$ cat config.mk
export PLATFORM = sky130hd
export DESIGN_NAME = key_debounce
export DESIGN_NICKNAME = d
export VERILOG_FILES = /design/src/rtl/key_debounce.sv
export SDC_FILE = /design/constraint.sdc
export NUM_CORES = 1
export LEC_CHECK = 0
export CAP_MARGIN = 5
export CORE_MARGIN = 2
export CORE_UTILIZATION = 35
export CTS_BUF_LIST = sky130_fd_sc_hd__clkbuf_8
export CTS_CLUSTER_SIZE = 10
export DETAILED_ROUTE_END_ITERATION = 6
export GPL_TIMING_DRIVEN = 0
export PLACE_DENSITY = 0.47
export SYNTH_ARGS = -nofsm -noshare
export SYNTH_HDL_FRONTEND = slang
export SYNTH_SLANG_ARGS = --single-unit
export TNS_END_PERCENT = 1
$ cat constraint.sdc
create_clock -name vga_clk -period 5 [get_ports vga_clk]
set_clock_uncertainty 0.1 [all_clocks]
set_input_delay 1.25 -clock vga_clk [delete_from_list [all_inputs] [get_ports vga_clk]]
set_output_delay 1.25 -clock vga_clk [all_outputs]
set_load 0.01 [all_outputs]
$ cat src/rtl/key_debounce.sv
// Keypad front end: 2-flop synchroniser and an independent debounce FSM per key,
// producing registered one-cycle press pulses, an any-key pulse and held levels.
module key_debounce #(
    parameter int CNT_MAX        = 500_000,
    parameter bit KEY_ACTIVE_LOW = 1'b1
) (
    input  logic       vga_clk,
    input  logic       sys_rst_n,
    input  logic [3:0] key_in,
    output logic       key_up,
    output logic       key_down,
    output logic       key_left,
    output logic       key_right,
    output logic       key_any,
    output logic [3:0] key_level
);

    localparam int            CW           = $clog2(CNT_MAX);
    localparam logic [CW-1:0] CNT_LAST     = CW'(CNT_MAX - 1);
    localparam logic [3:0]    KEY_RELEASED = KEY_ACTIVE_LOW ? 4'hF : 4'h0;

    typedef enum logic [1:0] {
        IDLE,
        PRESS_FILTER,
        HELD,
        RELEASE_FILTER
    } state_t;

    logic [3:0] sync_1;
    logic [3:0] sync_2;
    logic [3:0] p;
    logic [3:0] done;
    logic [3:0] press;

    // Synchronisers reset to the released level so reset itself never looks like a press.
    // NOTE: sequential state is always assigned with <= so every flop samples pre-edge values.
    always_ff @(posedge vga_clk or negedge sys_rst_n) begin
        if (!sys_rst_n) begin
            sync_1 <= KEY_RELEASED;
            sync_2 <= KEY_RELEASED;
        end else begin
            sync_1 <= key_in;
            sync_2 <= sync_1;
        end
    end

    assign p = KEY_ACTIVE_LOW ? ~sync_2 : sync_2;

    for (genvar i = 0; i < 4; i++) begin : g_chan
        state_t        state;
        logic [CW-1:0] cnt;
        logic          level_q;

        assign done[i]      = (state == PRESS_FILTER) && p[i] && (cnt == CNT_LAST);
        assign key_level[i] = level_q;

        always_ff @(posedge vga_clk or negedge sys_rst_n) begin
            if (!sys_rst_n) begin
                state   <= IDLE;
                cnt     <= '0;
                level_q <= 1'b0;
            end else begin
                case (state)
                    IDLE: begin
                        if (p[i]) begin
                            state <= PRESS_FILTER;
                            cnt   <= '0;
                        end
                    end
                    PRESS_FILTER: begin
                        if (!p[i]) begin
                            state <= IDLE;
                            cnt   <= '0;
                        end else if (cnt == CNT_LAST) begin
                            state   <= HELD;
                            cnt     <= '0;
                            level_q <= 1'b1;
                        end else begin
                            cnt <= cnt + 1'b1;
                        end
                    end
                    HELD: begin
                        if (!p[i]) begin
                            state <= RELEASE_FILTER;
                            cnt   <= '0;
                        end
                    end
                    RELEASE_FILTER: begin
                        if (p[i]) begin
                            state <= HELD;
                            cnt   <= '0;
                        end else if (cnt == CNT_LAST) begin
                            state   <= IDLE;
                            cnt     <= '0;
                            level_q <= 1'b0;
                        end else begin
                            cnt <= cnt + 1'b1;
                        end
                    end
                    default: begin
                        state   <= IDLE;
                        cnt     <= '0;
                        level_q <= 1'b0;
                    end
                endcase
            end
        end
    end

    // Pulses and key_any share one register stage so they always coincide.
    always_ff @(posedge vga_clk or negedge sys_rst_n) begin
        if (!sys_rst_n) begin
            press   <= '0;
            key_any <= 1'b0;
        end else begin
            press   <= done;
            key_any <= |done;
        end
    end

    assign key_up    = press[3];
    assign key_down  = press[2];
    assign key_left  = press[1];
    assign key_right = press[0];

endmodule
After elaboration in Yosys (flattened, before gate mapping). Index checks and enable logic that the tools add are counted. W data, S select, Z words.

Flip-flop bits (word level): 101. Bits of input ports: 6. Output and inout bits: 9. Word-level logic and storage cells: 170.

Add/sub/neg operators: 4. Equality and inequality tests: 48. Mux-type cells: 72. Bitwise operators: 1. Reduce and logical (&&, ||, !) cells: 29.

Operators by type and width (number): $mux W19 (20); $pmux W19 S4 (4); $add A19 B1 Y19 const B (4); $eq A19 B19 Y1 const B (4); $mux W2 (24); $ne A2 B2 Y1 const B (20); $pmux W2 S4 (4); $reduce_and A5 Y1 (4); $eq A2 B2 Y1 const B (8); $mux W1 (16); $reduce_and A4 Y1 (4); $ne A3 B2 Y1 const B (4); $ne A3 B3 Y1 const B (4); $eq A2 B1 Y1 const B (4); $logic_and A1 B1 Y1 (8); $logic_not A2 Y1 (4); $ne A2 B1 Y1 const B (4); $pmux W1 S2 (4); $reduce_and A2 Y1 (4); $reduce_bool A2 Y1 (4); $not A4 Y4 (1); $reduce_or A4 Y1 (1).

Depth between registers and ports, before layout. Gate-level depths: netlist of run 1.

Word-level depth: 4. Depth in mapped cells: 7. Mapped depth without buffers: 6.

Worst setup path before layout of run 1. Ideal clock, no wire load.

Kind: reg2reg. From: reg g_chan[0].cnt[0]. To: reg g_chan[0].cnt[18]. Setup time: 0.087 ns. Data arrival time: 2.004 ns. Required time: 4.813 ns. Slack: 2.809 ns. Cell stages (with the launch flop): 7. Buffers on the path: 0. Clock period less this slack: 2.191 ns. Path through: dfrtp_1 > ha_1 > nand4_2 > or2_1 > or4_4 > or4_1 > o211ai_1.

Cells in the longest elaborated chain, start to end: 4. Elaborated cells between the ends (all ways): 6. Classes of those cells: add/sub (1); eq/ne (1); mux (4).

Ends and longest elaborated chain: from (decl) (RTL line 51) `logic [CW-1:0] cnt;`; from (signal assigned) (RTL line 79) `cnt <= cnt + 1'b1;`; from (signal assigned) (RTL line 97) `cnt <= cnt + 1'b1;`; $add A19 B1 Y19 or $eq A19 B19 Y1 (tied branches); $mux W19 (*) (RTL line 74, 92); $mux W19, on equally long branches (RTL line 89, 71); $pmux W19 S4 (*) (RTL line 63) `case (state)`.

Every way passes the cells marked *; elsewhere a longest branch is shown, timed or not. A chain may end at the register's enable or synchronous reset.

Worst setup path after layout of run 1.
From: reg g_chan[2].level_q. To: out key_level[2].

RTL lines: from (decl) (RTL line 52) `logic level_q;`; from (signal assigned) (RTL line 61) `level_q <= 1'b0;`; from (signal assigned) (RTL line 77) `level_q <= 1'b1;`; from (signal assigned) (RTL line 95) `level_q <= 1'b0;`; to (decl) (RTL line 15) `output logic [3:0] key_level`.

No word-level cell between the ends.

==> impl_results.md, run 1 <==
- Status: finished, final reports clean
- Most common cell after layout, fill and taps aside: dfrtp_1
- Hold EP: sync_2[3]
- Root Buffer: clkbuf_8
- Fin. Hold Viols: 0
- Worst Max-Slew Pin Slew: 0.937 ns
- Antenna violations before repair: 0
- Gr usage total: 16.7%
- Worst endpoint data arrival time: 1.43 ns
- Mapped Area: 0.00541 mm^2
- Max VDD drop: 0.000175 V
- Initial drt markers: 304
- Syn Inst Count: 597
- Final Critical Period: 2.78 ns
- Routed Antenna Nets: 0
- Clock Power Share: 27.7%
- P_int: 0.00117 W
- Final TNS setup: 0 ns
- Dpl cells: 800
- Starting density of the core: 35.7%
- DR WL/cell: 16.0 um
- Hold WS: 0.261 ns
- RD Place Congestion: 0.873
- First-pass GRT wire length: 22100 um
- Post-synth net total: 607
- Critical path endpoint category: primary output
- WP data required: 3.65 ns
- Period utilization: 55.5%
- Post-synthesis sequential area ratio: 46.9%
- Syn-to-layout area delta: 10.7%
- Final setup vio count: 0
- #FFs+latches synth: 101
- R2r setup slk: 2.52 ns
- Unrepaired setup endpoints after global routing: no
- Synth warn: 0
- Met2 usage: 26.5%
- Largest net degree at the start of global routing: 69
- PortBufs: 14
- Maxcap violations: 0
- H-tree depth: 3
- GR Layer Usage met1: 22.9%
- Max-slew violations: 0
- Via-to-Cell Ratio: 5.62
- Die width: 128 um
- Die area: 0.0165 mm^2
- CP delay by family, top: buffers and inverters
- Post-synthesis async set-or-reset flop share: 100%
- Fraction of layout cells with a size suffix above 1: 7.32%
- Post-CTS Hold Buffers: 0
- CP max stage delay: 0.52 ns
- Reg2reg start: g_chan[2].cnt[0]
- CTS tree: yes
- Max Freq: 360 MHz
- Sequential Power Share: 50.5%
- Share of the synthesized area in the top cell type: 43.0%
- Clk Latency, worst-skew pair: 0.38 ns
- Worst path bufs/invs: 2
- Yosys cell types: 57
- RR Endpoint: g_chan[2].cnt[16]
- Slew HR: 37.0%
- Pwr per Cell Area: 299 mW/mm^2
- Net Sw Power: 0.000617 W
- Postcts setup bufs: 0
- Clock slew at reported path FFs: 0.10 ns
- Clock buffers created by TritonCTS: 9
- Synth area leaders: dfrtp_1, nand2_1, nand3_1
- Sw Share: 34.5%
- Combinational Power Share: 21.8%
- CP Class: reg2out
- Crit path cell chain: buf_4, clkdlybuf4s50_1
- Slowest CP cell: clkdlybuf4s50_1
- Core Area: 0.0151 mm^2
- Crit Path Max Fanout: 3
- Prevailing post-synth register cell: dfrtp_1
- Num rows: 45
- Die H: 128 um
- Hold crit path type: reg2reg
- Post-Place Setup Slack: 2.45 ns
- Residual DRC: 0
- Post-Layout Cell Count: 816
- Total grt overflow: 0
- Area leader, netlist: dfrtp_1
- I/O pins: 15
- Number of global-route vias before repair: 4419
- Detailed placement HPWL: 8820 um
- Most frequent cells in the layout: dfrtp_1, nand2_1, nand3_1, o21ai_0, a21oi_1
- Worst r2r path cells: 7
- Post-CTS resize count: 0
- Final wirelength: 13000 um
- Grt peak-use layer: met2
- Hold Startpoint: sync_1[3]
- Via count: 4585
- CTS Buffer Depth: 2
- Post-route setup slack: 2.22 ns
- Syn avg cell area: 9.06 um^2
- Post-synth EDFFs: 0
- Leakage: 2.49 nW
- Clock Sink Count: 101
- Worst Setup Start Kind: register
- Antenna diodes: 0
- WHS Path Cells: 0
- Met3 Usage GRT: 3.99%
- Nets: 633
- Drt pass-1 iters: 5
metal layers:
metal	vias to the layer above	routed length (um)	part of all wire [%]
li1	2257	-	-
met1	2228	6390	49
met2	86	6050	46
met3	14	432	3.3
met4	0	163	1.3
met5	-	0	0
logic make-up after synthesis:
group | after synthesis | synth area share, %
xor gates and xnor gates | 9 | 1.46
DFF | 101 | 46.9
AOI/OAI and AO/OA | 129 | 15.0
buffers and inverters | 47 | 3.58
adders and majority gates | 4 | 0.925
and+or+nand+nor | 294 | 29.7
muxes | 13 | 2.45
worst max path at each step:
stage / from / to / slack [ns] / cells after the start
after CTS: g_chan[2].level_q / key_level[2] / 2.19 / 2
after global placement: sys_rst_n / g_chan[3].cnt[3] / -1.53 / 1
final: g_chan[2].level_q / key_level[2] / 2.22 / 2
after floorplan: g_chan[0].cnt[0] / g_chan[0].cnt[18] / 2.81 / 6
after global routing: g_chan[2].level_q / key_level[2] / 2.16 / 2
after detailed placement: g_chan[0].cnt[0] / g_chan[0].cnt[3] / 2.45 / 7
synth_stat cells (all sizes together) (2+ instances only):
| cell type | count |
|---|---|
| a211o | 2 |
| a21o | 20 |
| a21oi | 33 |
| a22o | 8 |
| a31oi | 3 |
| and2 | 10 |
| and3 | 10 |
| and4 | 8 |
| buf | 6 |
| clkbuf | 22 |
| dfrtp | 93 |
| dfstp | 8 |
| ha | 4 |
| inv | 19 |
| mux2 | 2 |
| mux2i | 11 |
| nand2 | 67 |
| nand2b | 3 |
| nand3 | 48 |
| nand3b | 2 |
| nand4 | 26 |
| nand4b | 7 |
| nor2 | 30 |
| nor2b | 2 |
| nor3 | 23 |
| nor3b | 4 |
| nor4 | 14 |
| nor4b | 3 |
| nor4bb | 2 |
| o211ai | 3 |
| o21ai | 45 |
| o2bb2ai | 2 |
| or2 | 8 |
| or3 | 21 |
| or4 | 4 |
| or4b | 2 |
| xnor2 | 6 |
| xor2 | 3 |
stage by stage:
| stage | total power [W] | instance area, um^2 | util [%] |
|---|---|---|---|
| final | 0.00179 | 5990 | 39.5 |
| after CTS | 0.00183 | 5990 | 39.5 |
| after global placement | 0.00131 | 5790 | 38.2 |
| after floorplan | 0.00117 | 5410 | - |
| after detailed placement | 0.00131 | 5810 | 38.4 |
| after global routing | 0.00191 | 5990 | 39.5 |
registers in the layout, indices dropped and copies added (netlist names), named ones only:
register and flops:
key_any 1, sync_1 4, g_chan.level_q 4, sync_2 4, press 4, g_chan.cnt 76, g_chan.state 4
area by class of cell:
class / count / area (um^2)
repair buffers: 15 / 165
flip-flops and latches: 101 / 2540
fillers: 1527 / 9160
clock buffers: 10 / 138
inverters: 19 / 71.3
clock inverters: 6 / 38.8
multi-input cells: 449 / 2680
well taps: 188 / 235
plain buffers: 28 / 123
power by group through the flow:
stage               Combinational (W)  Clock, W  Sequential, W
CTS                          0.000394  0.000528       0.000902
finish                       0.000390  0.000495       0.000903
detailed placement           0.000394         0       0.000918
global placement             0.000391         0       0.000918
global route                 0.000443  0.000552       0.000911
floorplan                    0.000263         0       0.000909
Note: power is estimated with default switching activity, not from simulation.
==> run 2, diff against run 1 <==
--- a/config.mk
+++ b/config.mk
@@ -12,7 +12,7 @@
 export CTS_CLUSTER_SIZE = 10
 export DETAILED_ROUTE_END_ITERATION = 6
 export GPL_TIMING_DRIVEN = 0
-export PLACE_DENSITY = 0.47
+export PLACE_DENSITY = 0.49
 export SYNTH_ARGS = -nofsm -noshare
 export SYNTH_HDL_FRONTEND = slang
 export SYNTH_SLANG_ARGS = --single-unit
==> constraint.sdc (replaced) <==
create_clock -name vga_clk -period 2.3 [get_ports vga_clk]
set_clock_uncertainty 0.1 [all_clocks]
set_input_delay 0.575 -clock vga_clk [delete_from_list [all_inputs] [get_ports vga_clk]]
set_output_delay 0.575 -clock vga_clk [all_outputs]
set_load 0.01 [all_outputs]
==> run 2 against run 1 <==
  * Sequential cell count unchanged
  * Worst hold slack got worse by 0.21 ns
  * Critical path depth grew 4
  * Largest cell class unchanged
==> impl_results.md, run 2 (same netlist as run 1, synthesis figures left out) <==
- Post-Layout Cell Count: 821 (+0.61%)
- Crit Path Max Fanout: 5 (+2)
- Antenna violations before repair: 0 (unchanged)
- CP max stage delay: 0.56 ns (+0.04 ns)
- RR Endpoint: g_chan[0].cnt[18]
- Die H: 128 um (unchanged)
- Num rows: 45 (unchanged)
- Max-slew violations: 0 (unchanged)
- I/O pins: 15 (unchanged)
- CTS Buffer Depth: 2 (unchanged)
- Final setup vio count: 0 (unchanged)
- Period utilization: 98.0%
- Dpl cells: 800 (unchanged)
- Residual DRC: 0 (unchanged)
- Slowest CP cell: or4_4
- Util after Layout: 40.9% (+1.4 points)
- Initial drt markers: 264 (-13%)
- Clock buffers created by TritonCTS: 9 (unchanged)
- Clock Sink Count: 101 (unchanged)
- Syn-to-layout area delta: 14.5%
- Pwr per Cell Area: 674 mW/mm^2 (+130%)
- Most flops, register: g_chan.cnt
- Gr usage total: 16.9% (+0.15 points)
- Critical path endpoint category: register
- Fin. Hold Viols: 0 (unchanged)
- Starting density of the core: 35.7% (unchanged)
- WP depth: 6 (+4)
- Worst r2r path cells: 6 (-1)
- Die area: 0.0165 mm^2 (unchanged)
- Design Power: 0.00417 W (+130%)
- Most common cell after layout, fill and taps aside: dfrtp_1
- Max Freq: 444 MHz
- Routed Antenna Nets: 0 (unchanged)
- Slew HR: 47.0% (+10 points)
- Post-CTS Hold Buffers: 0 (unchanged)
- Maxcap violations: 0 (unchanged)
- H-tree depth: 3 (unchanged)
- Hold crit path type: in2async
- Reg2reg start: g_chan[0].cnt[1]
- WP data required: 2.50 ns (-1.15 ns)
- Final wirelength: 12900 um (-1.4%)
- RD Place Congestion: 0.836 (-4.2%)
- Largest net degree at the start of global routing: 65 (-5.8%)
- Detailed placement HPWL: 8710 um (-1.3%)
- Die width: 128 um (unchanged)
- CP Class: reg2reg
- Filler cell count in the final layout: 1515 (-0.79%)
- Crit path cell chain: ha_4, nand4_4, or2_4, or4_4, or4_1, o211ai_1
- PortBufs: 14 (unchanged)
- Clock slew at reported path FFs: 0.10 ns (about the same)
- Via count: 4584 (-0.022%)
- R2r setup slk: 0.05 ns (-2.47 ns)
- CP delay by family, top: simple AND/OR/NAND/NOR gates
- Fraction of layout cells with a size suffix above 1: 11.4% (+4.0 points)
- Max reg flops: 76 (unchanged)
- CP Launch Point: g_chan[0].cnt[1]
- Total grt overflow: 0 (unchanged)
- Status: finished, final reports clean
- First-pass GRT wire length: 22400 um (+1.4%)
- DR WL/cell: 15.7 um (-2.0%)
- Root Buffer: clkbuf_8
- CTS tree: yes
- Antenna diodes: 0 (unchanged)
- Most frequent cells in the layout: dfrtp_1, nand2_1, nand3_1, o21ai_0, a21oi_1
- Worst path bufs/invs: 0 (-2)
- Number of global-route vias before repair: 4480 (+1.4%)
- Post-Place Setup Slack: -0.177 ns (-2.63 ns)
- Nets: 638 (+0.79%)
- Core Area: 0.0151 mm^2 (unchanged)
- Via-to-Cell Ratio: 5.58 (-0.63%)
- Leakage: 2.59 nW (+3.8%)
- Worst endpoint data arrival time: 2.46 ns (+1.03 ns)
- Worst Setup Start Kind: register
- Clk Latency, worst-skew pair: 0.39 ns (about the same)
- Post-route setup slack: 0.0457 ns (-2.18 ns)
- Final Critical Period: 2.25 ns
- Worst Setup EP: g_chan[0].cnt[18]
- Worst Max-Slew Pin Slew: 0.789 ns (-0.147 ns)
- Drt pass-1 iters: 5 (unchanged)
- Final TNS setup: 0 ns (unchanged)
- Unrepaired setup endpoints after global routing: yes
- Max VDD drop: 0.000402 V (+130%)
==> run 2: through the flow <==
step | hold slack [ns] | cell area, um^2
4_1_cts | 0.0547 | 6100
6_report | 0.0464 | 6190
3_5_place_dp | 0.247 | 5810
3_3_place_gp | 0.247 | 5790
2_1_floorplan | 0.179 | 5410
5_1_grt | 0.0669 | 6190
==> run 2: how the worst min path moves through the flow <==
| stage | to | depth (start not counted) | startpoint | slack [ns] |
|---|---|---|---|---|
| final | g_chan[2].cnt[15] | 1 | sys_rst_n | 0.05 |
| after detailed placement | sync_2[0] | 0 | sync_1[0] | 0.25 |
| after floorplan | asynchronous set/reset pin | 0 | sys_rst_n | 0.18 |
| after global placement | sync_2[2] | 0 | sync_1[2] | 0.25 |
| after CTS | g_chan[2].cnt[15] | 1 | sys_rst_n | 0.05 |
| after global routing | g_chan[2].cnt[15] | 1 | sys_rst_n | 0.07 |
==> run 2: metal layers <==
metal / GRT usage [%] / up-vias / wire length [um]
met5: 0 / - / 0
met4: 4.98 / 0 / 167
met3: 3.78 / 12 / 367
met2: 27.5 / 72 / 6130
met1: 22.6 / 2237 / 6180
li1: - / 2263 / -
==> run 2: cell type report <==
| type | instances | area [um^2] | share of cell area [%] |
|---|---|---|---|
| Sequential cell | 101 | 2540 | 41.0 |
| Clock inverter | 6 | 76.3 | 1.23 |
| Tap cell | 188 | 235 | 3.80 |
| Buffer | 28 | 134 | 2.16 |
| Inverter | 19 | 71.3 | 1.15 |
| Clock buffer | 10 | 138 | 2.22 |
| Timing Repair Buffer | 20 | 215 | 3.47 |
| Multi-Input combinational cell | 449 | 2790 | 45.0 |
==> run 2: what timing repair did <==
| item | in CTS | in global routing |
|---|---|---|
| setup buffers | 2 | 3 |
| hold endpoints to repair | 0 | 0 |
| endpoints found under the setup margin | 44 | 45 |
| pin swaps | 2 | 2 |
| gates resized for setup | 14 | 20 |
==> run 2: power breakdown <==
group          switching [W]  internal [W]
sequential          0.000102       0.00187
clock               0.000695      0.000553
combinational       0.000613      0.000345
==> run 3, diff against run 2 <==
--- a/config.mk
+++ b/config.mk
@@ -13,6 +13,7 @@
 export DETAILED_ROUTE_END_ITERATION = 6
 export GPL_TIMING_DRIVEN = 0
 export PLACE_DENSITY = 0.49
+export SLEW_MARGIN = 20
 export SYNTH_ARGS = -nofsm -noshare
 export SYNTH_HDL_FRONTEND = slang
 export SYNTH_SLANG_ARGS = --single-unit
==> constraint.sdc (replaced) <==
create_clock -name vga_clk -period 1.95 [get_ports vga_clk]
set_clock_uncertainty 0.1 [all_clocks]
set_input_delay 0.4875 -clock vga_clk [delete_from_list [all_inputs] [get_ports vga_clk]]
set_output_delay 0.4875 -clock vga_clk [all_outputs]
set_load 0.01 [all_outputs]
==> run 3 against run 2 <==
  * The run now ends with negative setup slack left
  * Die area is the same
  * Via count up 3.9%
  * Global-route usage rose by 0.46 points
  * First-iteration DRC count is 33% higher
  * Worst hold slack improved by 0.21 ns
  * Largest power group unchanged
  * Register-to-register slack lost 0.18 ns
  * Clock power up 10%
==> impl_results.md, run 3 (same netlist as run 1, synthesis figures left out) <==
- Maxcap violations: 0 (unchanged)
- Final TNS setup: -1.24 ns (-1.24 ns)
- Max VDD drop: 0.000471 V (+17%)
- Total grt overflow: 0 (unchanged)
- Multi-input logic area: 0.00300 mm^2 (+7.5%)
- Critical path endpoint category: register
- WP data required: 2.15 ns (-0.35 ns)
- Fraction of layout cells with a size suffix above 1: 22.6% (+11 points)
- Status: finished with violations
- I/O pins: 15 (unchanged)
- Clock slew at reported path FFs: 0.11 ns (about the same)
- First-pass GRT wire length: 23000 um (+2.8%)
- Worst path bufs/invs: 0 (unchanged)
- Final setup vio count: 29 (+29)
- Syn-to-layout area delta: 21.9%
- Unrepaired setup endpoints after global routing: yes
- DR WL/cell: 16.0 um (+1.9%)
- H-tree depth: 3 (unchanged)
- Grt peak-use layer: met2
- Die width: 128 um (unchanged)
- Most flops, register: g_chan.cnt
- Gr usage total: 17.3% (+0.46 points)
- Crit path cell chain: ha_4, nand4_4, or2_4, or4_4, or4_4, o211ai_1
- Pwr per Cell Area: 774 mW/mm^2 (+15%)
- Met2 usage: 27.3% (-0.19 points)
- Clock Sink Count: 101 (unchanged)
- Die H: 128 um (unchanged)
- CTS Buffer Depth: 2 (unchanged)
- Failing checks: negative setup slack
- Clock buffers created by TritonCTS: 9 (unchanged)
- CTS tree: yes
- Met3 Usage GRT: 4.20% (+0.42 points)
- Num rows: 45 (unchanged)
- Crit Path Max Fanout: 4 (-1)
- Final wirelength: 13400 um (+4.5%)
- Period utilization: 107% (+9.1 points)
- Starting density of the core: 35.7% (unchanged)
- Worst endpoint data arrival time: 2.29 ns (-0.17 ns)
- Routed Antenna Nets: 0 (unchanged)
- Post-route setup slack: -0.138 ns (-0.184 ns)
- Register area: 0.00255 mm^2 (+0.44%)
- CP delay by family, top: simple AND/OR/NAND/NOR gates
- Largest net degree at the start of global routing: 77 (+18%)
- Clk Latency, worst-skew pair: 0.38 ns (about the same)
- Via-to-Cell Ratio: 5.65 (+1.3%)
- Worst Setup Start Kind: register
- Final Critical Period: 2.09 ns (-0.166 ns)
- Via count: 4761 (+3.9%)
- Slew HR: 50.8% (+3.8 points)
- Drt pass-1 iters: 5 (unchanged)
- Most frequent cells in the layout: dfrtp_1, nand2_1, nand3_1, o21ai_0, buf_4
- Leakage: 2.78 nW (+7.7%)
- CP Class: reg2reg
- Most common cell after layout, fill and taps aside: dfrtp_1
- Max reg flops: 76 (unchanged)
- Util after Layout: 43.6% (+2.7 points)
- Detailed placement HPWL: 8760 um (+0.52%)
- Max-slew violations: 0 (unchanged)
- Antenna diodes: 0 (unchanged)
- Antenna violations before repair: 0 (unchanged)
- Slowest CP cell: or4_4
- RD Place Congestion: 0.836 (about the same)
- Number of global-route vias before repair: 4586 (+2.4%)
- Hold crit path type: reg2reg
- CP max stage delay: 0.45 ns (-0.11 ns)
- Initial drt markers: 351 (+33%)
- Worst Max-Slew Pin Slew: 0.735 ns (-0.0543 ns)
- Fin. Hold Viols: 0 (unchanged)
- Nets: 659 (+3.3%)
- R2r setup slk: -0.14 ns (-0.18 ns)
- Max Freq: 479 MHz (+8.0%)
- Filler cell count in the final layout: 1506 (-0.59%)
- PortBufs: 14 (unchanged)
- Most used cell, CP: or4_4
- Core Area: 0.0151 mm^2 (unchanged)
- Root Buffer: clkbuf_8
- Die area: 0.0165 mm^2 (unchanged)
- Residual DRC: 0 (unchanged)
- GR Layer Usage met1: 23.6% (+1.0 points)
-- run 3: cell types whose count changed in the layout (fill, tap and decap cells not counted), moves of 9 or more --
cell / previous run / this run
dfrtp_1: 92 / 83
o21ai_1: 0 / 9
buf_4: 10 / 32
clkbuf_1: 17 / 7
dfrtp_2: 1 / 10
o21ai_0: 45 / 35
-- run 3: worst register-to-register path: cells and delay by family, from the launching register on --
kind / cells / cell delay (ns)
AND/OR/NAND/NOR: 4 / 1.23
flip-flops: 1 / 0.41
adder cells (fa/ha/maj): 1 / 0.17
AO/OA/AOI/OAI: 1 / 0.10
-- run 3: per-stage QoR --
step	hold WS [ns]	power (W)	area (um^2)	std cells	worst slack, ns
final	0.253	0.00511	6600	842	-0.138
after global routing	0.263	0.00544	6600	842	-0.201
after CTS	0.262	0.00506	6370	836	-0.185
after detailed placement	0.247	0.00340	5860	800	-0.523
after global placement	0.247	0.00338	5840	799	-3.83
after floorplan	0.0919	0.00304	5460	597	-0.0459
-- run 3: path summary, 6_finish.rpt --
check / startpoint / to / cells after the start
min in group asynchronous: sys_rst_n / g_chan[2].cnt[4] / 2
hold reg to reg: sync_1[3] / sync_2[3] / 0
max in group asynchronous: sys_rst_n / sync_1[0] / 3
setup reg to reg: g_chan[0].cnt[0] / g_chan[0].cnt[18] / 6
setup / recovery: g_chan[0].cnt[0] / g_chan[0].cnt[18] / 6
hold / removal: sync_1[3] / sync_2[3] / 0
-- run 3: cell type report --
cell class	count	share of cell area [%]
Sequential cell	101	38.6
Inverter	19	1.08
Timing Repair Buffer	43	5.82
Buffer	26	2.48
Clock inverter	7	1.12
Clock buffer	9	1.88
Multi-Input combinational cell	449	45.4
Tap cell	188	3.56
-- run 3: power breakdown --
group	internal, W	total, W	switching [W]
clock network	0.000601	0.00138	0.000781
logic	0.000560	0.00139	0.000829
registers	0.00220	0.00234	0.000135
-- run 3: timing repair --
action,4_1_cts,5_1_grt
resized for setup,71,49
pin swaps,23,12
setup buffers,19,7
endpoints found under the hold margin,25,0
setup endpoints to repair,88,81
gates cloned,1,0
hold buffers,1,0
-- run 3: per-layer routing --
| metal | wire length, um | share of wire [%] | vias up |
|---|---|---|---|
| li1 | - | - | 2305 |
| met1 | 6370 | 47 | 2344 |
| met2 | 6360 | 47 | 93 |
| met3 | 480 | 3.6 | 19 |
| met4 | 221 | 1.6 | 0 |
| met5 | 0 | 0 | - |
